==> config.mk <==
export PLATFORM = sky130hd
export DESIGN_NAME = sat_counter
export DESIGN_NICKNAME = d
export VERILOG_FILES = /design/src/rtl/sat_counter.sv
export SDC_FILE = /design/constraint.sdc
export NUM_CORES = 1
export LEC_CHECK = 0
export CAP_MARGIN = 25
export CORE_MARGIN = 2
export CORE_UTILIZATION = 30
export CTS_BUF_LIST = sky130_fd_sc_hd__clkbuf_8
export DETAILED_ROUTE_END_ITERATION = 10
export PLACE_DENSITY = 0.64
export SLEW_MARGIN = 15
export SYNTH_ARGS = -nofsm -noshare
export SYNTH_HDL_FRONTEND = slang
export SYNTH_SLANG_ARGS = --single-unit
==> constraint.sdc <==
create_clock -name clk -period 2.15 [get_ports clk]
set_input_delay 0.3225 -clock clk [delete_from_list [all_inputs] [get_ports clk]]
set_output_delay 0.3225 -clock clk [all_outputs]
set_load 0.005 [all_outputs]
==> src/rtl/sat_counter.sv <==
// Up-counter that sticks at all-ones; clr wins over a same-cycle inc.
module sat_counter #(
    parameter int unsigned W = 16
) (
    input  logic         clk,
    input  logic         rst,
    input  logic         inc,
    input  logic         clr,
    output logic [W-1:0] count
);

    always_ff @(posedge clk) begin
        if (!rst) begin
            count <= '0;
        end else if (clr) begin
            count <= '0;
        end else if (inc && (count != {W{1'b1}})) begin
            count <= count + W'(1);
        end
    end

endmodule

* Word-level counts from Yosys, hierarchy flattened
Index checks and enable logic that the tools add are counted.
Operators by class: magnitude comparators 0, equal/unequal tests 1, reductions and logical operators 2, $add $sub $neg 1, shift-type cells 0, $mul 0, muxes and demuxes 0, div/mod/pow operators 0, bitwise logic cells 1
Operators by type and width (count):
- $add 16x1->16 const B | 1
- $ne 16x16->1 const B | 1
- $reduce_or 2->1 | 1
- $logic_and 1x1->1 | 1
- $not 1->1 | 1
Word-level totals: RAM bits 0, bits in latches 0, ROM bits 0, register bits 16, input bits 4, memories 0

* Longest topological paths before layout
Gate-level depths: netlist of run 1.
depth after elaboration 2, mapped depth 5

* Worst setup path after synthesis of run 1
No wires, ideal clock.
kind flip-flop to flip-flop, from register count[0], to register count[14], setup slack 0.616 ns, stages on the path, launching flop included 6, buffers on the path 0, data arrival time 1.420 ns, data required time 2.035 ns, cells stage by stage dfxtp_1 > ha_1 > and4_2 > o311ai_2 > o31a_1 > o21a_1
Between the ends: cells in the longest elaborated chain, start to end 2, elaborated cells between the ends (all ways) 3, those cells by class add/sub (1); eq/ne (1); reduce/logical (1)
Ends and longest elaborated chain:
- start: declaration | line 9 | output logic [W-1:0] count
- start signal: assignment | line 18 | count <= count + W'(1);
- parallel branches: the longest is 2 deep, another holds $add 16x1->16
Several ways; the timed one is not identified. A chain may end at the register's enable or synchronous reset.

* Final worst setup path of run 1
from input inc, to register count[13]
Between the ends: cells in the longest elaborated chain, start to end 1
Ends and longest elaborated chain:
- start: declaration | line 7 | input logic inc,
- $logic_and 1x1->1 | line 17 | end else if (inc && (count != {W{1'b1}})) begin
Every way passes these cells.

==> results_dict.tcl, run 1 <==
set metrics [dict create \
    ir_drop_uv 277 \
    yosysTopAreaCellShare 0.370 \
    pwr-share-comb 0.041 \
    min_delay_path_depth 2 \
    finalHoldViolCount 0 \
    cts_setup_buffers 0 \
    layout.cells.non_filler 143 \
    p_total_uw 546 \
    synth-edff-count 0 \
    reg_top3 "count (16)" \
    worstMarginPinSlew_ns 0.495 \
    power_switching_uw 112 \
    relSlewSlack 0.670 \
    powerDensity_nw_per_um2 483 \
    track_usage 0.131 \
    firstDrtPassIters 4 \
    cp_max_fo 9 \
    intPower_uw 434 \
    syn_area_per_cell_um2 9.50 \
    vias 799 \
    largest_reg_flops 16 \
    ys.flop_type "dfxtp_1" \
    place_congestion 0.802 \
    clkSlewWorstSetupHoldPaths_ns 0.06 \
    async_reset_ff_frac 0 \
    grt_pass1_vias 760 \
    reg2reg_depth 5 \
    required_ns 2.32 \
    nets 119 \
    cp_cell_sequence "clkdlybuf4s50_1 -> and4_2 -> nand3_4 -> or4_1 -> a21oi_1" \
    cts_sinks 16 \
    status "finished clean" \
    drive_gt1_frac 0.0982 \
    post_drt_wl_per_cell_um 13.3 \
    power.share.clock 0.411 \
    grt_pass1_wl_um 3410 \
    worst_setup_path_start_kind "input pin" \
    core_um2 2760 \
    numCtsBuffers 3 \
    sequentialPowerShare 0.548 \
    die-area_um2 3330 \
    max_cap_violations 0 \
    synth.yosys.seq_area_share 0.370 \
    hold_path_class "flop to flop" \
    drv_slew 0 \
    drc 0 \
    n_fill_cell 297 \
    cp.arrival_ns 1.88 \
    yosys_warnings 0 \
    max_freq_mhz 584 \
    synth_area_um2 865 \
    cts_resized 0 \
    wl_um 1900 \
    ios 20 \
    ys_seq_elements 16 \
    endpoint_kind "flop" \
    slowest_stage "clkdlybuf4s50_1" \
    clockBufferDepth 2 \
    die_w_um 57.7 \
    p_leak_uw 0.000399 \
    io_buffers 19 \
    ctsHoldBuffers 0 \
    grt_max_degree 12 \
    h-tree-depth 1 \
    fp.dieH_um 57.7 \
    row_count 19 \
    insertion_delay_ns 0.25 \
    rsz0062_at_grt "no" \
    fin_crit_ns 1.71 \
    diodes 0 \
    cts_tree "built" \
    synth_area_leaders "dfxtp_1, nand4_4, nor2_1, o41ai_4, xor2_1" \
    layout_common_cells "clkdlybuf4s50_1, dfxtp_1, nor2_1" \
    regMostFlops "count" \
    cts-root-buf "clkbuf_8" \
    ant_nets 0 \
    viasPerCell 5.59 \
    initial_core_util 0.314 \
    tns_ns 0 \
    syn-num-nets 96 \
    antenna_found_initial 0 \
    worstSetupPathType "input pin to flop" \
    synth_top_area_cell "dfxtp_1" \
    slowest_delay_ns 0.53 \
    synth_cell_types 38 \
    drtIter0Drc 25 \
    fin_crit_sh 0.797 \
    synth_cells 91 \
    mostFrequentLayoutCell "clkdlybuf4s50_1" \
    setup_viol 0 \
    hpwl_um 1390 \
    p_sw_frac 0.206 \
    area_delta_synth_final_pct 30.8 \
    fin_worst_skew_ns 0.00407 \
    dpl.cell_count 140 \
    grt_overflow 0 \
]
## path summary, 6_finish.rpt
path / startpoint / to / slack [ns]
max: inc / count[13]$_SDFFE_PP0P_ / 0.44
max reg2reg: count[0]$_SDFFE_PP0P_ / count[14]$_SDFFE_PP0P_ / 0.51
min: count[5]$_SDFFE_PP0P_ / count[5]$_SDFFE_PP0P_ / 0.53
min reg2reg: count[5]$_SDFFE_PP0P_ / count[5]$_SDFFE_PP0P_ / 0.53
## cells in the mapped netlist (3+ instances only)
library cell / number
o21ai_0: 4
nor2_1: 10
nand3_1: 4
nor4_1: 3
dfxtp_1: 16
and2_1: 3
nand2_1: 5
a21oi_1: 4
xor2_1: 3
## cell type report
cell class	count	area, um2	share of cell area
multi-input combinational	72	533	0.471
sequential	16	320	0.283
timing repair buffer	19	190	0.168
clock buffer	3	41.3	0.0365
tap	31	38.8	0.0343
inverter	2	7.51	0.00664
## metrics by stage
step                utilization  setup slack, ns  hold slack (ns)  area (um2)
finish                    0.410            0.437            0.533        1130
global route              0.410            0.325            0.582        1130
CTS                       0.410            0.438            0.540        1130
detailed placement        0.395            0.193            0.530        1090
global placement          0.395            0.229            0.519        1090
floorplan                     -            0.616            0.503         865
## power groups by stage
stage	registers [uW]	logic (uW)	clock network, uW
after floorplan	306	11.0	0
after global placement	306	22.5	0
after detailed placement	306	22.5	0
after CTS	299	22.8	233
after global routing	299	25.2	248
final	299	22.6	224
## metal layers
layer  wire (um)  vias up  global-route usage
li1            -      395                   -
met1         975      373               0.192
met2         824       29               0.183
met3          96        2              0.0268
met4           8        0              0.0631
met5           0        -                   0
## cell families after synthesis
kind of cell	share of synthesized area
buffers and inverters	0.0130
adder cells (fa/ha/maj)	0.0145
flip-flops	0.370
AO/OA/AOI/OAI	0.214
multiplexers	0.0116
XOR/XNOR	0.0405
AND/OR/NAND/NOR	0.336
## critical path: cells and delay by family
| kind | cells | cell delay [ns] |
|---|---|---|
| compound gates | 1 | 0.15 |
| buf+inv | 1 | 0.53 |
| simple gates | 3 | 0.88 |
Power figures use the tool's default switching activity.
==> run 2: changes to the inputs <==
==> constraint.sdc (replaced) <==
create_clock -name clk -period 1.65 [get_ports clk]
set_input_delay 0.2475 -clock clk [delete_from_list [all_inputs] [get_ports clk]]
set_output_delay 0.2475 -clock clk [all_outputs]
set_load 0.005 [all_outputs]
==> run 2 against run 1 <==
  * Critical path depth decreased by 1
  * Sequential cell count unchanged
  * Cell count increased by 9.8%
  * Largest power group unchanged
  * Non-clock buffer count increased by 13
  * Clock power increased by 56%
==> results_dict.tcl, run 2 (synthesis results as in run 1) <==
set metrics [dict create \
    grt_pass1_wl_um 3590 \
    fin_ws_ns 0.0986 \
    numCtsBuffers 3 \
    grt_pass1_vias 794 \
    fin_worst_skew_ns 0.00124 \
    fp.dieH_um 57.7 \
    worstSetupPathType "flop to flop" \
    viasPerCell 5.41 \
    io_buffers 19 \
    powerDensity_nw_per_um2 617 \
    p_leak_uw 0.000486 \
    pre_cts_ws_ns -0.131 \
    mostFrequentLayoutCell "clkdlybuf4s50_1" \
    tns_ns 0 \
    layout_common_cells "clkdlybuf4s50_1, dfxtp_1, buf_4" \
    status "finished clean" \
    hold_path_class "flop to flop" \
    worst_setup_path_start_kind "flop" \
    max_cap_violations 0 \
    largest_reg_flops 16 \
    clkSlewWorstSetupHoldPaths_ns 0.06 \
    core_um2 2760 \
    firstDrtPassIters 4 \
    track_usage 0.141 \
    cts_setup_buffers 0 \
    finalHoldViolCount 0 \
    hold_start "count[9]$_SDFFE_PP0P_" \
    die_w_um 57.7 \
    setup_viol 0 \
    required_ns 1.79 \
    relSlewSlack 0.747 \
    slowest_stage "o41ai_4" \
    cts_sinks 16 \
    ant_nets 0 \
    h-tree-depth 1 \
    wl_um 2200 \
    fin_crit_ns 1.55 \
    rsz0062_at_grt "no" \
    reg_top3 "count (16)" \
    worstMarginPinSlew_ns 0.378 \
    drtIter0Drc 10 \
    ios 20 \
    grt_max_degree 11 \
    drc 0 \
    ir_drop_uv 540 \
    nets 132 \
    place_congestion 0.830 \
    reg2reg_from "count[11]$_SDFFE_PP0P_" \
    area_delta_synth_final_pct 45.7 \
    antenna_found_initial 0 \
    initial_core_util 0.314 \
    diodes 0 \
    clockBufferDepth 2 \
    cp_cell_sequence "nand4_4 -> o41ai_4 -> mux2i_1 -> nor2_1" \
    grt_overflow 0 \
    vias 850 \
    cp.arrival_ns 1.70 \
    cp_max_fo 8 \
    drv_slew 0 \
    hold_slack_ns 0.528 \
    fin_crit_sh 0.940 \
    cts_tree "built" \
    p_total_uw 778 \
    post_drt_wl_per_cell_um 14.0 \
    drive_gt1_frac 0.238 \
    endpoint_kind "flop" \
    hpwl_um 1600 \
    max_freq_mhz 645 \
    insertion_delay_ns 0.25 \
    row_count 19 \
    regMostFlops "count" \
    slowest_delay_ns 0.49 \
    cts-root-buf "clkbuf_8" \
    startpoint "count[11]$_SDFFE_PP0P_" \
    die-area_um2 3330 \
]
## run 2: area by class of cell
type	count	area (um2)
fill	274	1500
clock buffer	4	55.1
multi-input combinational	72	547
timing repair buffer	32	288
tap	31	38.8
sequential	16	324
inverter	2	7.51
## run 2: critical path, delay by kind of cell (launching register included)
family / cells / cell delay, ns
multiplexers: 1 / 0.23
AO/OA/AOI/OAI: 1 / 0.49
flip-flops: 1 / 0.45
AND/OR/NAND/NOR: 2 / 0.28
## run 2: path summary, 6_finish.rpt
path         slack [ns]  cells past startpoint               endpoint
max                 0.1                      4  count[1]$_SDFFE_PP0P_
min                0.53                      2  count[9]$_SDFFE_PP0P_
max reg2reg         0.1                      4  count[1]$_SDFFE_PP0P_
min reg2reg        0.53                      2  count[9]$_SDFFE_PP0P_
## run 2: what timing repair did
action                                  4_1_cts  5_1_grt
endpoints found under the setup margin        0        4
hold buffers                                  0        0
gates resized for setup                       0        6
## run 2: through the flow
stage / area, um2 / cells / utilization
floorplan: 865 / 91 / -
finish: 1260 / 157 / 0.457
global placement: 1190 / 153 / 0.431
CTS: 1240 / 157 / 0.451
global route: 1260 / 157 / 0.457
detailed placement: 1190 / 153 / 0.431
## run 2: routing by layer
layer	wire [um]	vias to the layer above	track usage
li1	-	424	-
met2	1040	19	0.226
met3	108	5	0.0357
met1	1010	402	0.176
met4	40	0	0.0698
met5	0	-	0
## run 2: report_power, final
part	internal [uW]	switching, uW	leakage [uW]
logic	21.9	16.9	0.000327
registers	388	1.23	0.000131
clock network	212	138	0.0000288
